`src/rtl/gv_pkg.sv`:
```
// Shared constants, state encoding and small helpers for the note scheduler.
// Pure declarations: no latency and no flow control.
package gv_pkg;

  localparam logic [2:0] MODE_DIFF = 3'd3;
  localparam logic [2:0] MODE_PLAY = 3'd4;

  localparam logic [1:0] LVL_EASY   = 2'd1;
  localparam logic [1:0] LVL_MEDIUM = 2'd2;
  localparam logic [1:0] LVL_HARD   = 2'd3;

  typedef enum logic [1:0] {
    ST_IDLE    = 2'd0,
    ST_COUNTIN = 2'd1,
    ST_PLAY    = 2'd2,
    ST_OVER    = 2'd3
  } state_t;

  localparam logic [15:0] LFSR_SEED_DEFAULT = 16'hACE1;

  // Fibonacci LFSR, taps 16,14,13,11, shifting toward the MSB.
  function automatic logic [15:0] lfsr_next(input logic [15:0] s);
    return {s[14:0], s[15] ^ s[13] ^ s[12] ^ s[10]};
  endfunction

  function automatic logic [2:0] popcount4(input logic [3:0] v);
    return 3'(v[0]) + 3'(v[1]) + 3'(v[2]) + 3'(v[3]);
  endfunction

endpackage

```
`src/rtl/tick_gen.sv`:
```
// Scroll period counter: combinational tick when count >= max(period,1)-1, then reload.
// Tick is valid in the same cycle the compare holds; no backpressure, runs only while en.
module tick_gen (
  input  logic        clk,
  input  logic        n_rst,
  input  logic        en,
  input  logic        clr,
  input  logic [22:0] period,
  output logic        tick
);

  logic [22:0] cnt_q;
  logic [22:0] cnt_d;
  logic [22:0] limit;

  // >= rather than == so a shortened period mid-count ticks at once instead of wrapping.
  always_comb begin
    limit = (period == 23'd0) ? 23'd0 : period - 23'd1;
    tick  = en && (cnt_q >= limit);
    cnt_d = cnt_q;
    if (clr) begin
      cnt_d = 23'd0;
    end else if (tick) begin
      cnt_d = 23'd0;
    end else if (en) begin
      cnt_d = cnt_q + 23'd1;
    end
  end

  always_ff @(posedge clk or negedge n_rst) begin
    if (!n_rst) begin
      cnt_q <= 23'd0;
    end else begin
      cnt_q <= cnt_d;
    end
  end

endmodule

```
`src/rtl/note_scheduler.sv`:
```
// Spawns notes into a 4-lane falling buffer on scroll ticks, scores hits in row 0, counts misses.
// All outputs registered (one edge after the tick/hit); no backpressure, hit strobes are single-cycle.
module note_scheduler
  import gv_pkg::*;
#(
  parameter int          ROWS          = 8,
  parameter int          MAX_MISS      = 5,
  parameter int          COUNTIN_TICKS = 4,
  parameter logic [15:0] LFSR_SEED     = LFSR_SEED_DEFAULT
) (
  input  logic                clk,
  input  logic                n_rst,
  input  logic [2:0]          mode,
  input  logic [22:0]         diff_speed,
  input  logic [1:0]          level,
  input  logic [3:0]          lane_hit,
  output logic [4*ROWS-1:0]   note_rows,
  output logic                scroll_tick,
  output logic [7:0]          score,
  output logic [2:0]          misses,
  output logic                game_over,
  output logic [1:0]          state
);

  localparam int RW = 4 * ROWS;
  localparam int CW = $clog2(COUNTIN_TICKS + 1);

  state_t        state_q, state_d;
  logic [RW-1:0] rows_q, rows_d;
  logic [7:0]    score_q, score_d;
  logic [2:0]    misses_q, misses_d;
  logic          game_over_q, game_over_d;
  logic          scroll_tick_q, scroll_tick_d;
  logic [15:0]   lfsr_q, lfsr_d;
  logic [1:0]    spawn_cnt_q, spawn_cnt_d;
  logic [CW-1:0] ctin_q, ctin_d;

  logic          tick;
  logic          tick_en;
  logic          tick_clr;
  logic [3:0]    row0;
  logic [3:0]    hit;
  logic [3:0]    top_row;
  logic          spawn_slot;
  logic [RW-1:0] rows_hit;
  logic [8:0]    score_sum;
  logic [3:0]    miss_sum;

  assign tick_en = (state_q == ST_COUNTIN) || (state_q == ST_PLAY);

  tick_gen u_tick_gen (
    .clk    (clk),
    .n_rst  (n_rst),
    .en     (tick_en),
    .clr    (tick_clr),
    .period (diff_speed),
    .tick   (tick)
  );

  always_comb begin
    state_d       = state_q;
    rows_d        = rows_q;
    score_d       = score_q;
    misses_d      = misses_q;
    lfsr_d        = lfsr_q;
    spawn_cnt_d   = spawn_cnt_q;
    ctin_d        = ctin_q;
    scroll_tick_d = 1'b0;
    tick_clr      = 1'b0;
    row0          = rows_q[3:0];
    hit           = 4'd0;
    top_row       = 4'd0;
    rows_hit      = rows_q;
    score_sum     = 9'd0;
    miss_sum      = 4'd0;

    case (level)
      LVL_HARD:   spawn_slot = 1'b1;
      LVL_MEDIUM: spawn_slot = !spawn_cnt_q[0];
      default:    spawn_slot = (spawn_cnt_q == 2'd0);
    endcase

    if (mode != MODE_PLAY) begin
      // Score and misses stay visible until the next game starts.
      state_d = ST_IDLE;
      rows_d  = '0;
    end else begin
      case (state_q)
        ST_IDLE: begin
          state_d     = ST_COUNTIN;
          rows_d      = '0;
          score_d     = 8'd0;
          misses_d    = 3'd0;
          spawn_cnt_d = 2'd0;
          ctin_d      = '0;
          lfsr_d      = LFSR_SEED;
          tick_clr    = 1'b1;
        end
        ST_COUNTIN: begin
          if (tick) begin
            scroll_tick_d = 1'b1;
            rows_d        = {4'd0, rows_q[RW-1:4]};
            ctin_d        = ctin_q + CW'(1);
            if (ctin_q == CW'(COUNTIN_TICKS - 1)) begin
              state_d  = ST_PLAY;
              tick_clr = 1'b1;
            end
          end
        end
        ST_PLAY: begin
          // Hits resolve against pre-shift row 0, so a hit on a tick edge is never a miss.
          hit       = lane_hit & row0;
          rows_hit  = rows_q & ~{{(RW-4){1'b0}}, hit};
          score_sum = {1'b0, score_q} + 9'(popcount4(hit));
          score_d   = score_sum[8] ? 8'hFF : score_sum[7:0];
          rows_d    = rows_hit;
          if (tick) begin
            scroll_tick_d = 1'b1;
            miss_sum      = {1'b0, misses_q} + {1'b0, popcount4(row0 & ~hit)};
            if (miss_sum >= 4'(MAX_MISS)) begin
              misses_d = 3'(MAX_MISS);
              state_d  = ST_OVER;
            end else begin
              misses_d = miss_sum[2:0];
            end
            if (spawn_slot) begin
              top_row = 4'd1 << lfsr_q[1:0];
              lfsr_d  = lfsr_next(lfsr_q);
            end
            rows_d      = {top_row, rows_hit[RW-1:4]};
            spawn_cnt_d = spawn_cnt_q + 2'd1;
          end
        end
        default: begin
          state_d = ST_OVER;
        end
      endcase
    end

    game_over_d = (state_d == ST_OVER);
  end

  always_ff @(posedge clk or negedge n_rst) begin
    if (!n_rst) begin
      state_q       <= ST_IDLE;
      rows_q        <= '0;
      score_q       <= 8'd0;
      misses_q      <= 3'd0;
      game_over_q   <= 1'b0;
      scroll_tick_q <= 1'b0;
      lfsr_q        <= LFSR_SEED;
      spawn_cnt_q   <= 2'd0;
      ctin_q        <= '0;
    end else begin
      state_q       <= state_d;
      rows_q        <= rows_d;
      score_q       <= score_d;
      misses_q      <= misses_d;
      game_over_q   <= game_over_d;
      scroll_tick_q <= scroll_tick_d;
      lfsr_q        <= lfsr_d;
      spawn_cnt_q   <= spawn_cnt_d;
      ctin_q        <= ctin_d;
    end
  end

  assign note_rows   = rows_q;
  assign scroll_tick = scroll_tick_q;
  assign score       = score_q;
  assign misses      = misses_q;
  assign game_over   = game_over_q;
  assign state       = state_q;

endmodule

```
`config.mk`:
```
export PLATFORM = sky130hd
export DESIGN_NAME = note_scheduler
export DESIGN_NICKNAME = d
export VERILOG_FILES = /design/src/rtl/gv_pkg.sv /design/src/rtl/tick_gen.sv /design/src/rtl/note_scheduler.sv
export SDC_FILE = /design/constraint.sdc
export NUM_CORES = 1
export LEC_CHECK = 0
export ABC_AREA = 0
export CAP_MARGIN = 10
export CORE_UTILIZATION = 48
export CTS_CLUSTER_DIAMETER = 100
export DETAILED_ROUTE_END_ITERATION = 8
export PLACE_DENSITY = 0.71
export SKIP_LAST_GASP = 1
export SYNTH_ARGS = -nofsm -noshare
export SYNTH_HDL_FRONTEND = slang
export SYNTH_HIERARCHICAL = 1
export SYNTH_SLANG_ARGS = --single-unit
```
`constraint.sdc`:
```
create_clock -name clk -period 4.2 [get_ports clk]
set_clock_uncertainty 0.15 [all_clocks]
set_input_delay 0.84 -clock clk [delete_from_list [all_inputs] [get_ports clk]]
set_output_delay 0.84 -clock clk [all_outputs]
set_load 0.005 [all_outputs]
```
* Word-level counts from Yosys, hierarchy flattened
Index checks and enable logic that the tools add are counted.
** Word-level totals
- Input bits :: 34
- Register bits after elaboration :: 91
- Output and inout bits :: 47
- Word-level logic and storage cells :: 96
** Cells by class
- Add/subtract/negate cells :: 12
- Bitwise logic cells :: 9
- Mux-type cells :: 35
- Eq/ne operators :: 11
- Order comparisons :: 2
- Reduce and logical (&&, ||, !) cells :: 16
- Shift-type cells :: 1
** Operators with widths (number)
- two-way mux 32 bit :: 3
- one-hot mux 32 bit (3 select lines) :: 1
- two-way mux 23 bit :: 4
- bitwise AND 32 bit :: 1
- two-way mux 16 bit :: 2
- NOT 4 -> 32 bit :: 1
- one-hot mux 16 bit (2 select lines) :: 1
- adder 23 x 1 -> 23 bit, second input constant :: 1
- >= comparator 23 bit :: 1
- logical NOT 23 bit :: 1
- subtractor 23 x 1 -> 23 bit, second input constant :: 1
- one-hot mux 8 bit (2 select lines) :: 1
- two-way mux 2 bit :: 6
- one-hot mux 3 bit (2 select lines) :: 2
- adder 8 x 3 -> 9 bit :: 1
- two-way mux 3 bit :: 3
- bitwise AND 4 bit :: 2
- equality test 2 bit, second input constant :: 4
- two-way mux 8 bit :: 1
- adder 2 x 1 -> 3 bit :: 2
- adder 3 x 1 -> 3 bit :: 2
- two-way mux 1 bit :: 6
- != test 2 bit, second input constant :: 3
- one-hot mux 2 bit (3 select lines) :: 1
- other kinds (27) :: 35

* Depth between registers and ports, before layout
Gate-level depths: netlist of run 1.
- Depth after elaboration :: 13
- Mapped depth :: 25
- Gate-level depth less buffers :: 20

* By module
Netlist of run 1, hierarchy kept.
** Modules (own cells, without submodules)
- note_scheduler :: sequential area each 1711.6 um^2, area each 3437.0 um^2, times used 1, cells an instance 348
- tick_gen :: sequential area each 575.6 um^2, area each 2422.3 um^2, times used 1, cells an instance 305

* Worst setup path before layout of run 1
Ideal clock, no wire load.
- Kind :: input to register
- From :: input diff_speed[9]
- To :: register u_tick_gen.cnt_q[18]
- Arrival :: 5541 ps
- Slack :: -1612 ps
- Required time :: 3929 ps
- Setup time :: 121 ps
- Buffers on the path :: 5
- Stages :: 24
- Path through :: or4_4 > nor3_2 > nand4_1 > or4_1 > buf_2 > or2_1 > buf_6 > and2_1 > ha_1 > nand2b_1 > a211oi_1 > o311a_1 > o41ai_2 > nor2_1 > nor2_1 > buf_2 > and2_1 > a21oi_1 > nor2_1 > clkbuf_1 > or2_2 > buf_1 > o41ai_1 > a22o_1
** On the way
- Longest elaborated chain between the ends :: 8
- Elaborated cells between the ends (all ways) :: 11
- Classes of those cells :: add/sub (1); order compare (1); mux (6); reduce/logical (3)
** RTL lines
- from (decl) :: line note_scheduler.sv:14 : input logic [22:0] diff_speed,
- subtractor 23 x 1 -> 23 bit or logical NOT 23 bit (tied branches) :: line tick_gen.sv:18 : limit = (period == 23'd0) ? 23'd0 : period - 23'd1;
- two-way mux 23 bit * :: line tick_gen.sv:18
- >= comparator 23 bit * :: line tick_gen.sv:19 : tick = en && (cnt_q >= limit);
- logical AND 1 bit * :: line tick_gen.sv:19
- via tick :: line note_scheduler.sv:38 : logic tick;
- two-way mux 1 bit * :: line note_scheduler.sv:100 : if (tick) begin
- one-hot mux 1 bit (2 select lines) * :: line note_scheduler.sv:88 : case (state_q)
- two-way mux 1 bit * :: line note_scheduler.sv:83 : if (mode != MODE_PLAY) begin
- via tick_clr :: line note_scheduler.sv:40 : logic tick_clr;
- nonzero test 3 bit (no source line) or two-way mux 23 bit (tied branches)
- to (signal assigned) :: line tick_gen.sv:34 : cnt_q <= cnt_d;
- to (decl) :: line tick_gen.sv:12 : logic [22:0] cnt_q;
The timed path passes the listed nets; every way through them passes the cells marked *.
A chain may end at the register's enable or synchronous reset.

* Worst setup path after layout of run 1
- From :: input diff_speed[11]
- To :: register lfsr_q[10]
** On the way
- Longest elaborated chain between the ends :: 6
- Elaborated cells between the ends (all ways) :: 7
- Classes of those cells :: add/sub (1); order compare (1); eq/ne (1); mux (1); reduce/logical (3)
** RTL lines
- subtractor 23 x 1 -> 23 bit or logical NOT 23 bit (tied branches) :: line tick_gen.sv:18
- two-way mux 23 bit * :: line tick_gen.sv:18
- >= comparator 23 bit * :: line tick_gen.sv:19
- logical AND 1 bit * :: line tick_gen.sv:19
- via tick :: line note_scheduler.sv:38
- != test 2 bit (no source line) *
- AND reduction 4 bit (no source line) *
- to (signal assigned) :: line note_scheduler.sv:161 : lfsr_q <= lfsr_d;
- to (decl) :: line note_scheduler.sv:34 : logic [15:0] lfsr_q, lfsr_d;
Marked as above.

==> flow_summary.toml, run 1 <==
[sta]
rsz0062_at_grt = "yes"
relSlewSlack = 0.336
fin_crit_sh = 1.20
period_needed_ps = 5020
worst_slew_pin_slew_ps = 996
finalSetupViolations = 83
holdWs_ps = 350
fmax_mhz = 199
hold_violations = 0
setup_ws_ps = -821
drv_slew = 0

[power]
power_density_nw_per_um2 = 241
cellLeakagePower_nw = 3.52
ir_drop_mv = 0.208

[setup_path]
crit_path_start_kind = "input pin"
r2r_start = "u_tick_gen/cnt_q[19]"
crit_required_ps = 4330
crit_type = "input pin to register"
end_kind = "register"
cp_max_fo = 7
crit_start = "diff_speed[11]"
ff2ff_setup_slack_ps = 920
critical_path_arrival_ps = 5150

[synthesis]
synthTopCellsByArea = "dfrtp_1, ha_1, nand2_1"
synthDistinctLibCells = 66
synth_warnings = 6
ys_seq_area_frac = 0.390
synth_nets = 727
synth_flop_cell = "dfrtp_1"
synth_area_sq_um = 5860
synth_commonest_cells = "nand2_1, dfrtp_1, nor2_1"
synth_top_area_share = 0.354
synth_edf_count = 0
syn_inst = 653
synth_top_area_cell = "dfrtp_1"
ys_ff_latch = 91
async_flop_share = 1.00
syn_avg_cell_area_sq_um = 8.97
synth_most_common_cell = "nand2_1"

[route]
drt_first_iter_violations = 351
drc = 0
wl_mm = 16.1
wl_per_cell_um = 17.0
dr_total_vias = 5610
drt_first_pass_iters = 5
ant_nets = 0
viasPerCell = 5.92

[floorplan]
dieHeight_um = 112
coreArea_sq_um = 11700
die_w_um = 112
start_util = 0.502
ios = 81
die_area_sq_um = 12700
rows = 39

[clocking]
root_buffer = "clkbuf_16"
clkTransAtPathRegs_ps = 60
cts_buffers = 9
cts_max_level = 3
cts_tree = "built"
cts_sinks = 91
cts_buffer_depth = 2
clock_latency_ps = 340

[grt]
grt_usage = 0.257
grt-ovfl-total = 0
grt_pass1_vias = 5488
antenna_found_initial = 0
grt_pass1_wl_mm = 26.4
grt_max_degree = 79

[layout]
stdcell_count = 947
area.growth.synth_to_final_pct = 37.4
antenna_cells = 0
final_area_sq_um = 8050
fin_util = 0.690
drive_gt1_frac = 0.218
layout.nets = 874

[placement]
place_worst_setup_slack_ps = -1690
dp.final_hpwl_mm = 11.4
placed_area_sq_um = 7330
place_congestion = 0.879
dp.cells = 908
io_buffers = 80

[job]
cap_viol_max_count = 0

[run_status]
violations = "setup timing"
status = "complete, but fails checks"

[hold_path]
hp-class = "register to register"
hp-start = "lfsr_q[8]"
==> sequential cells by signal, indices dropped and copies added (netlist names) <==
name and count:
ctin_q 3, game_over 1, lfsr_q 16, misses 3, note_rows 32, score 8
scroll_tick 1, spawn_cnt_q 2, state 2, u_tick_gen/cnt_q 23
==> per-stage QoR <==
stage               power, mW  TNS, ps
detailed placement       1.17  -121480
CTS                      1.94   -68630
global route             2.02   -73030
global placement         1.16  -113720
floorplan                1.05   -77210
finish                   1.94   -57090
==> cell families (layout without fill, tap and decap cells) <==
kind of cell             Yosys count  in the layout  synth area share
AO/OA/AOI/OAI                    159            159             0.199
AND/OR/NAND/NOR                  285            286             0.240
XOR/XNOR                          19             19            0.0284
buffers and inverters             55            205            0.0412
multiplexers                       4              4           0.00705
flip-flops                        91             91             0.390
adder cells (fa/ha/maj)           40             40            0.0931
==> placed cells by master (no fill, tap or decap), types with 4 or more instances in the layout <==
cell type,n
inv_1,24
a21o_1,6
a31oi_1,4
buf_4,69
a211oi_1,5
and2_1,7
nand2b_1,7
dfrtp_1,83
o22a_1,7
nor3_1,21
o21ai_0,7
xor2_1,9
clkbuf_16,10
a22o_1,24
xnor2_1,10
nor2_1,47
nand2b_4,4
dfstp_2,8
nand4_1,10
clkdlybuf4s50_1,72
nand2_1,99
o21ai_1,31
and3_1,5
fa_1,6
buf_6,12
nand3_1,17
nor2b_1,9
a21oi_1,17
o41ai_1,10
o21ai_2,5
ha_1,31
nand3b_1,7
a32o_1,6
a221o_1,8
==> final cells by class <==
cell class              count  area, sq um
multi-input cells         508         3670
fillers                   881         3610
flip-flops and latches     91         2290
repair buffers            166         1550
clock buffers               9          225
well taps                 143          179
inverters                  24         90.1
clock inverters             6         50.0
==> critical path: stages <==
cell	delay, ps
buf_6	90
or4_4	540
nor3_4	150
nand4_1	140
or4_4	460
buf_6	140
buf_4	140
o31ai_4	160
ha_1	200
nand3_2	90
or3_4	420
o41ai_4	400
nor2_2	90
nor2_2	140
buf_6	120
and2_4	140
or3b_4	420
a21oi_4	280
o22a_1	180
==> report_power, final <==
group	internal (mW)	switching (mW)	total (mW)
Sequential	0.893	0.0257	0.919
Clock	0.405	0.351	0.756
Combinational	0.129	0.133	0.262
==> what timing repair did <==
action                                  4_1_cts  5_1_grt
endpoints found under the setup margin       83       83
hold buffers                                  0        0
pin swaps                                    28       26
buffers inserted                             12       10
resized for setup                            39       47
cloned                                        1        3
==> routing by layer <==
layer / global-route usage / vias up / part of all wire
li1: - / 2683 / -
met1: 0.355 / 2707 / 0.46
met2: 0.427 / 193 / 0.48
met3: 0.0400 / 27 / 0.052
met4: 0.0578 / 0 / 0.014
met5: 0 / - / 0
==> final timing paths <==
check	cells after the start	end
max	19	lfsr_q[10]
min	1	lfsr_q[8]
max reg2reg	11	lfsr_q[10]
min reg2reg	1	lfsr_q[8]
max in group asynchronous	2	u_tick_gen/cnt_q[10]
min in group asynchronous	1	note_rows[26]
Note: power is estimated with default switching activity, not from simulation.
==> run 2, diff against run 1 <==
--- a/config.mk
+++ b/config.mk
@@ -6,7 +6,6 @@
 export NUM_CORES = 1
 export LEC_CHECK = 0
 export ABC_AREA = 0
-export CAP_MARGIN = 10
 export CORE_UTILIZATION = 48
 export CTS_CLUSTER_DIAMETER = 100
 export DETAILED_ROUTE_END_ITERATION = 8
==> results of run 2 <==
No change in the layout: final DEF, timing and power equal those of run 1.
==> run 3, diff against run 2 <==
--- a/config.mk
+++ b/config.mk
@@ -11,6 +11,7 @@
 export DETAILED_ROUTE_END_ITERATION = 8
 export PLACE_DENSITY = 0.71
 export SKIP_LAST_GASP = 1
+export SLEW_MARGIN = 20
 export SYNTH_ARGS = -nofsm -noshare
 export SYNTH_HDL_FRONTEND = slang
 export SYNTH_HIERARCHICAL = 1
==> results of run 3 <==
No change in the layout: final DEF, timing and power equal those of run 1.
